## config.mk

```make
export PLATFORM = sky130hd
export DESIGN_NAME = instruction_fetch_flat
export DESIGN_NICKNAME = d
export VERILOG_FILES = /design/src/rtl/instruction_fetch_if.sv /design/src/rtl/instruction_fetch.sv /design/src/flat_wrapper.sv
export SDC_FILE = /design/constraint.sdc
export NUM_CORES = 1
export LEC_CHECK = 0
export CAP_MARGIN = 20
export CORE_MARGIN = 4
export CORE_UTILIZATION = 57
export DETAILED_ROUTE_END_ITERATION = 8
export PLACE_DENSITY = 0.9
export SETUP_SLACK_MARGIN = 0.1
export SLEW_MARGIN = 20
export SYNTH_ARGS = -nofsm -noshare
export SYNTH_HDL_FRONTEND = slang
export SYNTH_SLANG_ARGS = --single-unit
export TNS_END_PERCENT = 100
```

## constraint.sdc

```tcl
create_clock -name clk -period 3.2 [get_ports clk]
set_input_delay 0.32 -clock clk [delete_from_list [all_inputs] [get_ports clk]]
set_output_delay 0.32 -clock clk [all_outputs]
set_load 0.01 [all_outputs]
```

## src/rtl/instruction_fetch_if.sv

```systemverilog
// Fetch-stage bundle: ROM address/data, redirect request and decoder handshake.
// The master side is the fetch unit; the slave side is the ROM/decoder/branch
// environment around it.
interface instruction_fetch_if #(
    parameter int DATA_WIDTH = 32
);
    // ROM side
    logic [DATA_WIDTH-1:0] Address_o;
    logic [DATA_WIDTH-1:0] Instruction_i;

    // Branch/jump redirect
    logic                  Redirect_i;
    logic [DATA_WIDTH-1:0] Target_i;

    // Decoder side
    logic                  Instr_valid_o;
    logic                  Instr_ready_i;
    logic [DATA_WIDTH-1:0] Instruction_o;
    logic [DATA_WIDTH-1:0] Pc_o;
    logic                  Fault_o;

    modport master (
        output Address_o,
        input  Instruction_i,
        input  Redirect_i,
        input  Target_i,
        output Instr_valid_o,
        input  Instr_ready_i,
        output Instruction_o,
        output Pc_o,
        output Fault_o
    );

    modport slave (
        input  Address_o,
        output Instruction_i,
        output Redirect_i,
        output Target_i,
        input  Instr_valid_o,
        output Instr_ready_i,
        input  Instruction_o,
        input  Pc_o,
        input  Fault_o
    );
endinterface

```

## src/rtl/instruction_fetch.sv

```systemverilog
// Instruction fetch unit: PC register plus a 2-entry {PC, instruction} FIFO in
// front of the decoder. The ROM is read combinationally at Address_o (= PC) and
// the word is captured into the FIFO, so a fetched word reaches the decoder one
// cycle later at the earliest. Push and pop may happen together, giving one
// instruction per cycle; a redirect flushes the FIFO and reloads the PC.
//
// Optional feature macro: FETCH_BOUNDS_CHECK_EN
//   defined   : a PC outside [RESET_PC, RESET_PC + 4*MEMORY_DEPTH) stops
//               fetching and raises a sticky Fault_o until reset or a redirect
//               to an in-range target; entries already in the FIFO still drain.
//   undefined : Fault_o stays 0 and every PC is fetched (the ROM only decodes
//               the low address bits).
module instruction_fetch #(
    parameter int                    MEMORY_DEPTH = 64,
    parameter int                    DATA_WIDTH   = 32,
    parameter logic [DATA_WIDTH-1:0] RESET_PC     = 32'h0040_0000
) (
    input  logic                  clk,
    input  logic                  reset,
    instruction_fetch_if.master   bus
);

    // FIFO geometry
    localparam int FIFO_DEPTH = 2;
    localparam int PTR_W      = $clog2(FIFO_DEPTH);

`ifdef FETCH_BOUNDS_CHECK_EN
    localparam logic BOUNDS_CHECK = 1'b1;
`else
    localparam logic BOUNDS_CHECK = 1'b0;
`endif

    // ROM window, one bit wider so the upper bound cannot overflow
    localparam logic [DATA_WIDTH:0] ROM_LO = {1'b0, RESET_PC};
    localparam logic [DATA_WIDTH:0] ROM_HI = ROM_LO + (DATA_WIDTH+1)'(4 * MEMORY_DEPTH);

    // True when a byte address falls inside the instruction ROM
    function automatic logic in_rom(input logic [DATA_WIDTH-1:0] addr);
        logic [DATA_WIDTH:0] a;
        a = {1'b0, addr};
        return (a >= ROM_LO) && (a < ROM_HI);
    endfunction

    // ------------------------------------------------------------------
    // State
    // ------------------------------------------------------------------
    logic [DATA_WIDTH-1:0] pc_q,  pc_d;
    logic [1:0]            count_q, count_d;
    logic                  fault_q, fault_d;

    // Slot 0 is always the head; slot 1 is the entry behind it
    logic [DATA_WIDTH-1:0] slot_pc_q  [FIFO_DEPTH];
    logic [DATA_WIDTH-1:0] slot_pc_d  [FIFO_DEPTH];
    logic [DATA_WIDTH-1:0] slot_ins_q [FIFO_DEPTH];
    logic [DATA_WIDTH-1:0] slot_ins_d [FIFO_DEPTH];

    // ------------------------------------------------------------------
    // Handshake decode
    // ------------------------------------------------------------------
    logic                  head_valid;
    logic                  pop;
    logic                  push;
    logic                  pc_blocked;
    logic [PTR_W-1:0]      wr_slot;
    logic [DATA_WIDTH-1:0] redirect_pc;

    // Decide this cycle's push/pop and where a pushed entry lands
    always_comb begin
        head_valid  = (count_q != 2'd0);
        pop         = head_valid && bus.Instr_ready_i;
        pc_blocked  = BOUNDS_CHECK && !in_rom(pc_q);
        // A full FIFO can still accept when the head leaves in the same cycle
        push        = !bus.Redirect_i && !pc_blocked
                      && ((count_q < 2'd2) || pop);
        // After a pop the survivors shift down, so the free slot is count-pop
        wr_slot     = PTR_W'(count_q - {1'b0, pop});
        // Instructions are word aligned; low target bits are dropped
        redirect_pc = bus.Target_i & ~DATA_WIDTH'(3);
    end

    // ------------------------------------------------------------------
    // Next-state logic
    // ------------------------------------------------------------------

    // Compute next PC, FIFO contents, occupancy and fault flag
    always_comb begin
        pc_d    = pc_q;
        count_d = count_q;
        fault_d = fault_q;
        for (int i = 0; i < FIFO_DEPTH; i++) begin
            slot_pc_d[i]  = slot_pc_q[i];
            slot_ins_d[i] = slot_ins_q[i];
        end

        if (bus.Redirect_i) begin
            // Redirect wins: drop everything queued (a head accepted this
            // cycle is simply gone) and restart fetching at the target
            pc_d    = redirect_pc;
            count_d = 2'd0;
            fault_d = BOUNDS_CHECK && !in_rom(redirect_pc);
        end else begin
            if (pop) begin
                // Shift toward the head; the wrapped copy into the last slot
                // lies beyond the occupancy and is never observed
                for (int i = 0; i < FIFO_DEPTH; i++) begin
                    slot_pc_d[i]  = slot_pc_q[(i + 1) % FIFO_DEPTH];
                    slot_ins_d[i] = slot_ins_q[(i + 1) % FIFO_DEPTH];
                end
            end

            if (push) begin
                slot_pc_d[wr_slot]  = pc_q;
                slot_ins_d[wr_slot] = bus.Instruction_i;
                // Natural modulo-2^DATA_WIDTH wrap
                pc_d                = pc_q + DATA_WIDTH'(4);
            end

            case ({push, pop})
                2'b10:   count_d = count_q + 2'd1;
                2'b01:   count_d = count_q - 2'd1;
                default: count_d = count_q;
            endcase

            // Sticky until reset or an in-range redirect
            if (pc_blocked) begin
                fault_d = 1'b1;
            end
        end
    end

    // ------------------------------------------------------------------
    // Registers
    // ------------------------------------------------------------------

    // State update; reset also discards any redirect presented with it
    always_ff @(posedge clk) begin
        if (reset) begin
            pc_q    <= RESET_PC;
            count_q <= 2'd0;
            fault_q <= 1'b0;
            for (int i = 0; i < FIFO_DEPTH; i++) begin
                slot_pc_q[i]  <= '0;
                slot_ins_q[i] <= '0;
            end
        end else begin
            pc_q    <= pc_d;
            count_q <= count_d;
            fault_q <= fault_d;
            for (int i = 0; i < FIFO_DEPTH; i++) begin
                slot_pc_q[i]  <= slot_pc_d[i];
                slot_ins_q[i] <= slot_ins_d[i];
            end
        end
    end

    // ------------------------------------------------------------------
    // Outputs
    // ------------------------------------------------------------------
    assign bus.Address_o     = pc_q;
    assign bus.Instr_valid_o = head_valid;
    // Head fields read as zero whenever nothing is presented
    assign bus.Instruction_o = head_valid ? slot_ins_q[0] : '0;
    assign bus.Pc_o          = head_valid ? slot_pc_q[0]  : '0;
    assign bus.Fault_o       = fault_q;

endmodule

```

## src/flat_wrapper.sv

```systemverilog
// flat-port wrapper written by rule: the top's interface ports become plain ports
module instruction_fetch_flat 
#(
    parameter int                    MEMORY_DEPTH = 64,
    parameter int                    DATA_WIDTH   = 32,
    parameter logic [DATA_WIDTH-1:0] RESET_PC     = 32'h0040_0000
)
  (clk, reset, bus_Address_o, bus_Instruction_i, bus_Redirect_i, bus_Target_i, bus_Instr_valid_o, bus_Instr_ready_i, bus_Instruction_o, bus_Pc_o, bus_Fault_o);
  instruction_fetch_if #(.DATA_WIDTH(DATA_WIDTH)) bus_i ();
  input  logic clk;
  input  logic reset;
  output wire logic [$bits(bus_i.Address_o)-1:0] bus_Address_o;
  input wire logic [$bits(bus_i.Instruction_i)-1:0] bus_Instruction_i;
  input wire logic [$bits(bus_i.Redirect_i)-1:0] bus_Redirect_i;
  input wire logic [$bits(bus_i.Target_i)-1:0] bus_Target_i;
  output wire logic [$bits(bus_i.Instr_valid_o)-1:0] bus_Instr_valid_o;
  input wire logic [$bits(bus_i.Instr_ready_i)-1:0] bus_Instr_ready_i;
  output wire logic [$bits(bus_i.Instruction_o)-1:0] bus_Instruction_o;
  output wire logic [$bits(bus_i.Pc_o)-1:0] bus_Pc_o;
  output wire logic [$bits(bus_i.Fault_o)-1:0] bus_Fault_o;
  assign bus_Address_o = bus_i.Address_o;
  assign bus_i.Instruction_i = bus_Instruction_i;
  assign bus_i.Redirect_i = bus_Redirect_i;
  assign bus_i.Target_i = bus_Target_i;
  assign bus_Instr_valid_o = bus_i.Instr_valid_o;
  assign bus_i.Instr_ready_i = bus_Instr_ready_i;
  assign bus_Instruction_o = bus_i.Instruction_o;
  assign bus_Pc_o = bus_i.Pc_o;
  assign bus_Fault_o = bus_i.Fault_o;
  instruction_fetch #(.MEMORY_DEPTH(MEMORY_DEPTH), .DATA_WIDTH(DATA_WIDTH), .RESET_PC(RESET_PC)) u_core (.clk(clk), .reset(reset), .bus(bus_i));
endmodule
```

==> results of run 1 <==
metrics by stage:
stage	std cells	hold slack, ns	utilization [%]	total power [mW]	worst slack (ns)
2_1_floorplan	1181	0.426	-	2.70	1.15
3_3_place_gp	1462	0.432	69.5	3.00	0.779
3_5_place_dp	1462	0.438	69.5	3.02	0.758
4_1_cts	1492	0.422	73.3	5.04	0.881
5_1_grt	1492	0.457	73.3	5.21	0.821
6_report	1492	0.442	73.3	5.05	0.860
cell families after synthesis:
group           share of synthesized area [%]
flops                                    35.8
compound gates                           20.1
buf+inv                                  8.78
fa+ha+maj                               0.280
other cells                            0.0420
xor+xnor                                0.980
simple gates                             26.4
mux                                      7.59
power by group:
group	internal (mW)	total [mW]	switching [mW]
clock	1.26	2.05	0.792
sequential	2.09	2.19	0.101
combinational	0.356	0.813	0.458
flip-flops by register name (all words and copies together) (netlist names):
register / cells
u_core.slot_ins_q: 64
u_core.slot_pc_q: 64
u_core.count_q: 2
u_core.bus.Address_o: 30
routing by layer:
layer	GRT usage, %	share of wire [%]
met5	0	0
met4	12.1	2.7
met3	7.21	9.6
met2	45.7	46
met1	37.7	41
worst register-to-register path, stage by stage, from the launching register on:
cell and delay (ns):
dfxtp_1 0.51, and4_1 0.48, nand4_1 0.51, or4_1 0.66
nand3_1 0.09
layout by cell type (no fill, tap or decap), drive strengths merged, types with 8 or more instances in the layout:
cell and count:
nand2 105, a21oi 99, a21o 36, clkbuf 24
and2 61, nand3 19, or4 10, o32ai 61
mux2i 61, nor2 198, nor4 27, inv 75
a311oi 14, o31ai 8, clkdlybuf4s50 158, a211oi 8
or3 32, buf 27, nand4 10, nor3 9
o21ai 9, xnor2 8, dfxtp 160
worst min path at each step:
stage	slack, ns	cells after the start	end	from
2_1_floorplan	0.43	2	u_core.slot_ins_q[0][34]	u_core.slot_ins_q[0][34]
3_3_place_gp	0.43	2	u_core.slot_ins_q[0][62]	u_core.slot_ins_q[0][62]
3_5_place_dp	0.44	2	u_core.slot_pc_q[0][42]	u_core.slot_pc_q[0][42]
4_1_cts	0.42	2	u_core.bus.Address_o[19]	reset
5_1_grt	0.46	2	u_core.slot_pc_q[0][42]	u_core.slot_pc_q[0][42]
6_report	0.44	2	u_core.bus.Address_o[23]	reset
layout make-up:
cell class	count	area, um2
multi-input combinational	830	5000
tap	211	264
inverter	76	285
clock buffer	24	472
fill	1142	4080
clock inverter	6	108
timing repair buffer	185	1840
sequential	160	3200
==> flow_summary.toml, run 1 <==
[critical_path]
crit_required_ns = 2.88
crit_type = "reg2out"
rrSetupSlack_ns = 0.90
critPathMaxStageDelay_ns = 0.54
reg2reg_from = "u_core.bus.Address_o[5]"
cp.depth = 4
endpoint_kind = "output port"
cp-startpoint = "u_core.count_q[1]"
path_max_fanout = 101
cp_top_family = "buffers and inverters"
cp_slowest_cell = "clkdlybuf4s50_1"
r2r-end = "u_core.bus.Address_o[29]"
critPathLaunchType = "register"
reg2reg_depth = 4
worst-path-buf-inv = 2
critPathArrivalTime_ns = 2.02
cp_cell_sequence = "nor2_4 > buf_12 > nor2_1 > clkdlybuf4s50_1"
crit_path_end = "bus_Instruction_o[26]"

[sta]
max_slew_margin_pct = 53.7
maxSlewViolCount = 0
min_period_over_period_pct = 73.1
setup_viol = 0
maxClockFrequency_mhz = 427
finalCriticalPeriod_ns = 2.34
tightest_slew_ns = 0.693
hold_viol_final = 0
skew_ns = 0.00672
tns_ns = 0
rsz0062_at_grt = "false"

[clocking]
clk_path_buf_depth = 2
cts_setup_buffers = 0
insertion_delay_ns = 0.43
cts_tree = "yes"
cts_inserted_buffers = 17
cts_resized = 0
cts-htree-levels = 4
clk_root_buffer_cell = "clkbuf_16"
cts_hold_buf = 0
clkSinkCount = 160
clkTransAtPathRegs_ns = 0.06

[floorplanning]
ioPinCount = 166
die_area_um2 = 17700
rows = 45
die-width_um = 133
start_util_pct = 58.6
coreArea_um2 = 15300
chipHeight_um = 133

[logic_synthesis]
synth_common_cells = "nor2_1, dfxtp_1, nand2_1"
synth_cell_types = 61
syn_avg_cell_area_um2 = 7.58
synth_top_area_share_pct = 35.8
syn_area_um2 = 8930
synth-seq-area-share_pct = 35.8
async_reset_ff_share_pct = 0
yosysMostFrequentCell = "nor2_1"
ys_seq_elements = 160
yosysTopAreaCell = "dfxtp_1"
yosysWarnings = 0
synth_edf_count = 0
synthFlopType = "dfxtp_1"
synthCells = 1179
synthTopCellsByArea = "dfxtp_1, nor2_1, mux2i_1"

[placed_design]
port_buffers = 160
gp_congestion = 0.858
hpwl_um = 16500
dpl_cell_area_um2 = 10600

[worst_hold_path]
hold_path_class = "in2reg"

[route]
dr.pass1.iters = 6
postRouteAntennaNets = 0
via_per_inst = 6.18
wl_um = 26800
num_vias = 9227
drc_errors = 0
drtIter0Drc = 1023
avgRoutedWirePerCell_um = 18.0

[grt]
first_global_vias = 8632
grt_max_degree = 102
grt_pass1_wl_um = 42800
antenna_found_initial = 0
grt_remaining_overflow = 0
gr-usage-all-layers_pct = 28.9

[final_layout]
antenna_cells = 0
syn2layout_area_growth_pct = 25.1
nets = 1340
final_area_um2 = 11200
drive_above_1_share_pct = 5.70

[pwr]
ir_worst_vdd_mv = 0.442
p_per_area_nw_per_um2 = 452
power.leakage_nw = 4.02

[status]
status = "completed"

[run]
max_cap_viol_count = 0
Note: power is estimated with default switching activity, not from simulation.
==> inputs of run 2 (changes only) <==
--- a/config.mk
+++ b/config.mk
@@ -7,9 +7,9 @@
 export LEC_CHECK = 0
 export CAP_MARGIN = 20
 export CORE_MARGIN = 4
-export CORE_UTILIZATION = 57
+export CORE_UTILIZATION = 48
 export DETAILED_ROUTE_END_ITERATION = 8
-export PLACE_DENSITY = 0.9
+export PLACE_DENSITY = 0.81
 export SETUP_SLACK_MARGIN = 0.1
 export SLEW_MARGIN = 20
 export SYNTH_ARGS = -nofsm -noshare
==> constraint.sdc (replaced) <==
create_clock -name clk -period 2.11 [get_ports clk]
set_input_delay 0.211 -clock clk [delete_from_list [all_inputs] [get_ports clk]]
set_output_delay 0.211 -clock clk [all_outputs]
set_load 0.01 [all_outputs]
==> run 2 against run 1 <==
Against the previous run: routed wire length rose by 1.6%; combinational power increased by 78%; sequential share of layout area decreased by 1.5 points; worst hold slack lost 0.27 ns; clock power rose by 47%; cell area rose by 5.5%; worst setup slack worse by 0.78 ns; sequential power up 49%; critical endpoint is now bus_Pc_o[20]; largest cell class unchanged.
==> flow_summary.toml, run 2 (synthesis gave the netlist of run 1 again) <==
[status]
status = "completed"

[floorplanning]
coreArea_um2 = 18100
die_area_um2 = 20900
rows = 49
ioPinCount = 166
die-width_um = 144
start_util_pct = 49.2
chipHeight_um = 144

[final_layout]
final_area_um2 = 11800
final_common_cell = "nor2_1"
syn2layout_area_growth_pct = 32.0
fin_util_pct = 65.0
nets = 1400
stdcell_count = 1571
drive_above_1_share_pct = 10.5
layout_common_cells = "nor2_1, dfxtp_1, clkdlybuf4s50_1, nand2_1, a21oi_1"
antenna_cells = 0

[route]
num_vias = 9156
wl_um = 27300
postRouteAntennaNets = 0
drtIter0Drc = 754
via_per_inst = 5.83
avgRoutedWirePerCell_um = 17.4
drc_errors = 0
dr.pass1.iters = 5

[grt]
first_global_vias = 8830
grt_max_degree = 67
grt_remaining_overflow = 0
antenna_found_initial = 0
gr-usage-all-layers_pct = 25.9
grt_pass1_wl_um = 44100

[placed_design]
dp.cells = 1534
place_ws_ns = 0.0214
hpwl_um = 17800
port_buffers = 160
dpl_cell_area_um2 = 11100
gp_congestion = 0.893

[clocking]
clk_path_buf_depth = 2
cts_inserted_buffers = 17
clkSinkCount = 160
clk_root_buffer_cell = "clkbuf_16"
cts-htree-levels = 4
insertion_delay_ns = 0.43
cts_hold_buf = 0
clkTransAtPathRegs_ns = 0.06
cts_tree = "yes"

[sta]
maxSlewViolCount = 0
tns_ns = 0
skew_ns = 0.00968
tightest_slew_ns = 0.613
hold_viol_final = 0
maxClockFrequency_mhz = 493
fin_ws_ns = 0.0817
finalCriticalPeriod_ns = 2.03
rsz0062_at_grt = "true"
timing.hold.ws_ns = 0.173
max_slew_margin_pct = 59.2
setup_viol = 0
min_period_over_period_pct = 96.1

[critical_path]
path_max_fanout = 19
reg2reg_depth = 7
reg2reg_from = "u_core.count_q[0]"
critPathLaunchType = "register"
r2r-end = "u_core.slot_pc_q[0][18]"
critPathArrivalTime_ns = 1.82
rrSetupSlack_ns = 0.17
crit_type = "reg2out"
endpoint_kind = "output port"
crit_required_ns = 1.90

[pwr]
p_per_area_nw_per_um2 = 654
power.leakage_nw = 4.69
ir_worst_vdd_mv = 0.657
p_total_mw = 7.72

[worst_hold_path]
hold_path_class = "in2reg"
hold_path_depth = 3
min_from = "bus_Redirect_i"
whs_endpoint = "u_core.slot_pc_q[0][22]"

[run]
max_cap_viol_count = 0
-- run 2: cell types whose count changed in the layout (fill, tap and decap cells not counted), moves of 3 or more --
cell	change
clkdlybuf4s50_1	-48
buf_4	+45
dlygate4sd2_1	+42
buf_12	+11
dlymetal6s2s_1	+6
buf_6	+3
-- run 2: metal layers --
| metal | wire (um) | global-route usage (%) |
|---|---|---|
| met1 | 11700 | 34.1 |
| met2 | 12700 | 40.7 |
| met3 | 2450 | 6.94 |
| met4 | 449 | 9.67 |
| met5 | 0 | 0 |
-- run 2: area by class of cell --
cell class,instances,area (um2)
multi-input combinational,830,5020
timing repair buffer,245,2430
fill,1513,6350
clock buffer,21,450
tap,229,287
sequential,160,3210
clock inverter,10,113
inverter,76,289
-- run 2: power breakdown --
part	total [mW]	internal [mW]	switching, mW	leakage (nW)
sequential	3.26	3.17	0.0907	1.31
clock	3.01	1.76	1.25	0.273
combinational	1.45	0.665	0.782	3.11
total	7.72	5.59	2.12	4.69
-- run 2: worst max path at each step --
stage	from	cells after the start	end
6_report	u_core.count_q[0]	4	bus_Pc_o[20]
5_1_grt	u_core.count_q[0]	4	bus_Pc_o[18]
4_1_cts	u_core.count_q[1]	5	bus_Instruction_o[7]
3_5_place_dp	bus_Instr_ready_i	8	u_core.slot_pc_q[0][7]
3_3_place_gp	bus_Instr_ready_i	7	u_core.slot_pc_q[0][18]
2_1_floorplan	u_core.count_q[1]	8	u_core.count_q[1]
-- run 2: critical path: stages (launching register included) --
cell,delay (ns)
dfxtp_4,0.37
nor2_4,0.20
buf_6,0.24
nor2_1,0.09
clkdlybuf4s50_1,0.49
-- run 2: repair_timing --
| item | 4_1_cts | 5_1_grt |
|---|---|---|
| pin swaps | 0 | 1 |
| cloned | 1 | 0 |
| resized for setup | 50 | 11 |
| setup endpoints to repair | 66 | 44 |
| setup buffers | 3 | 2 |
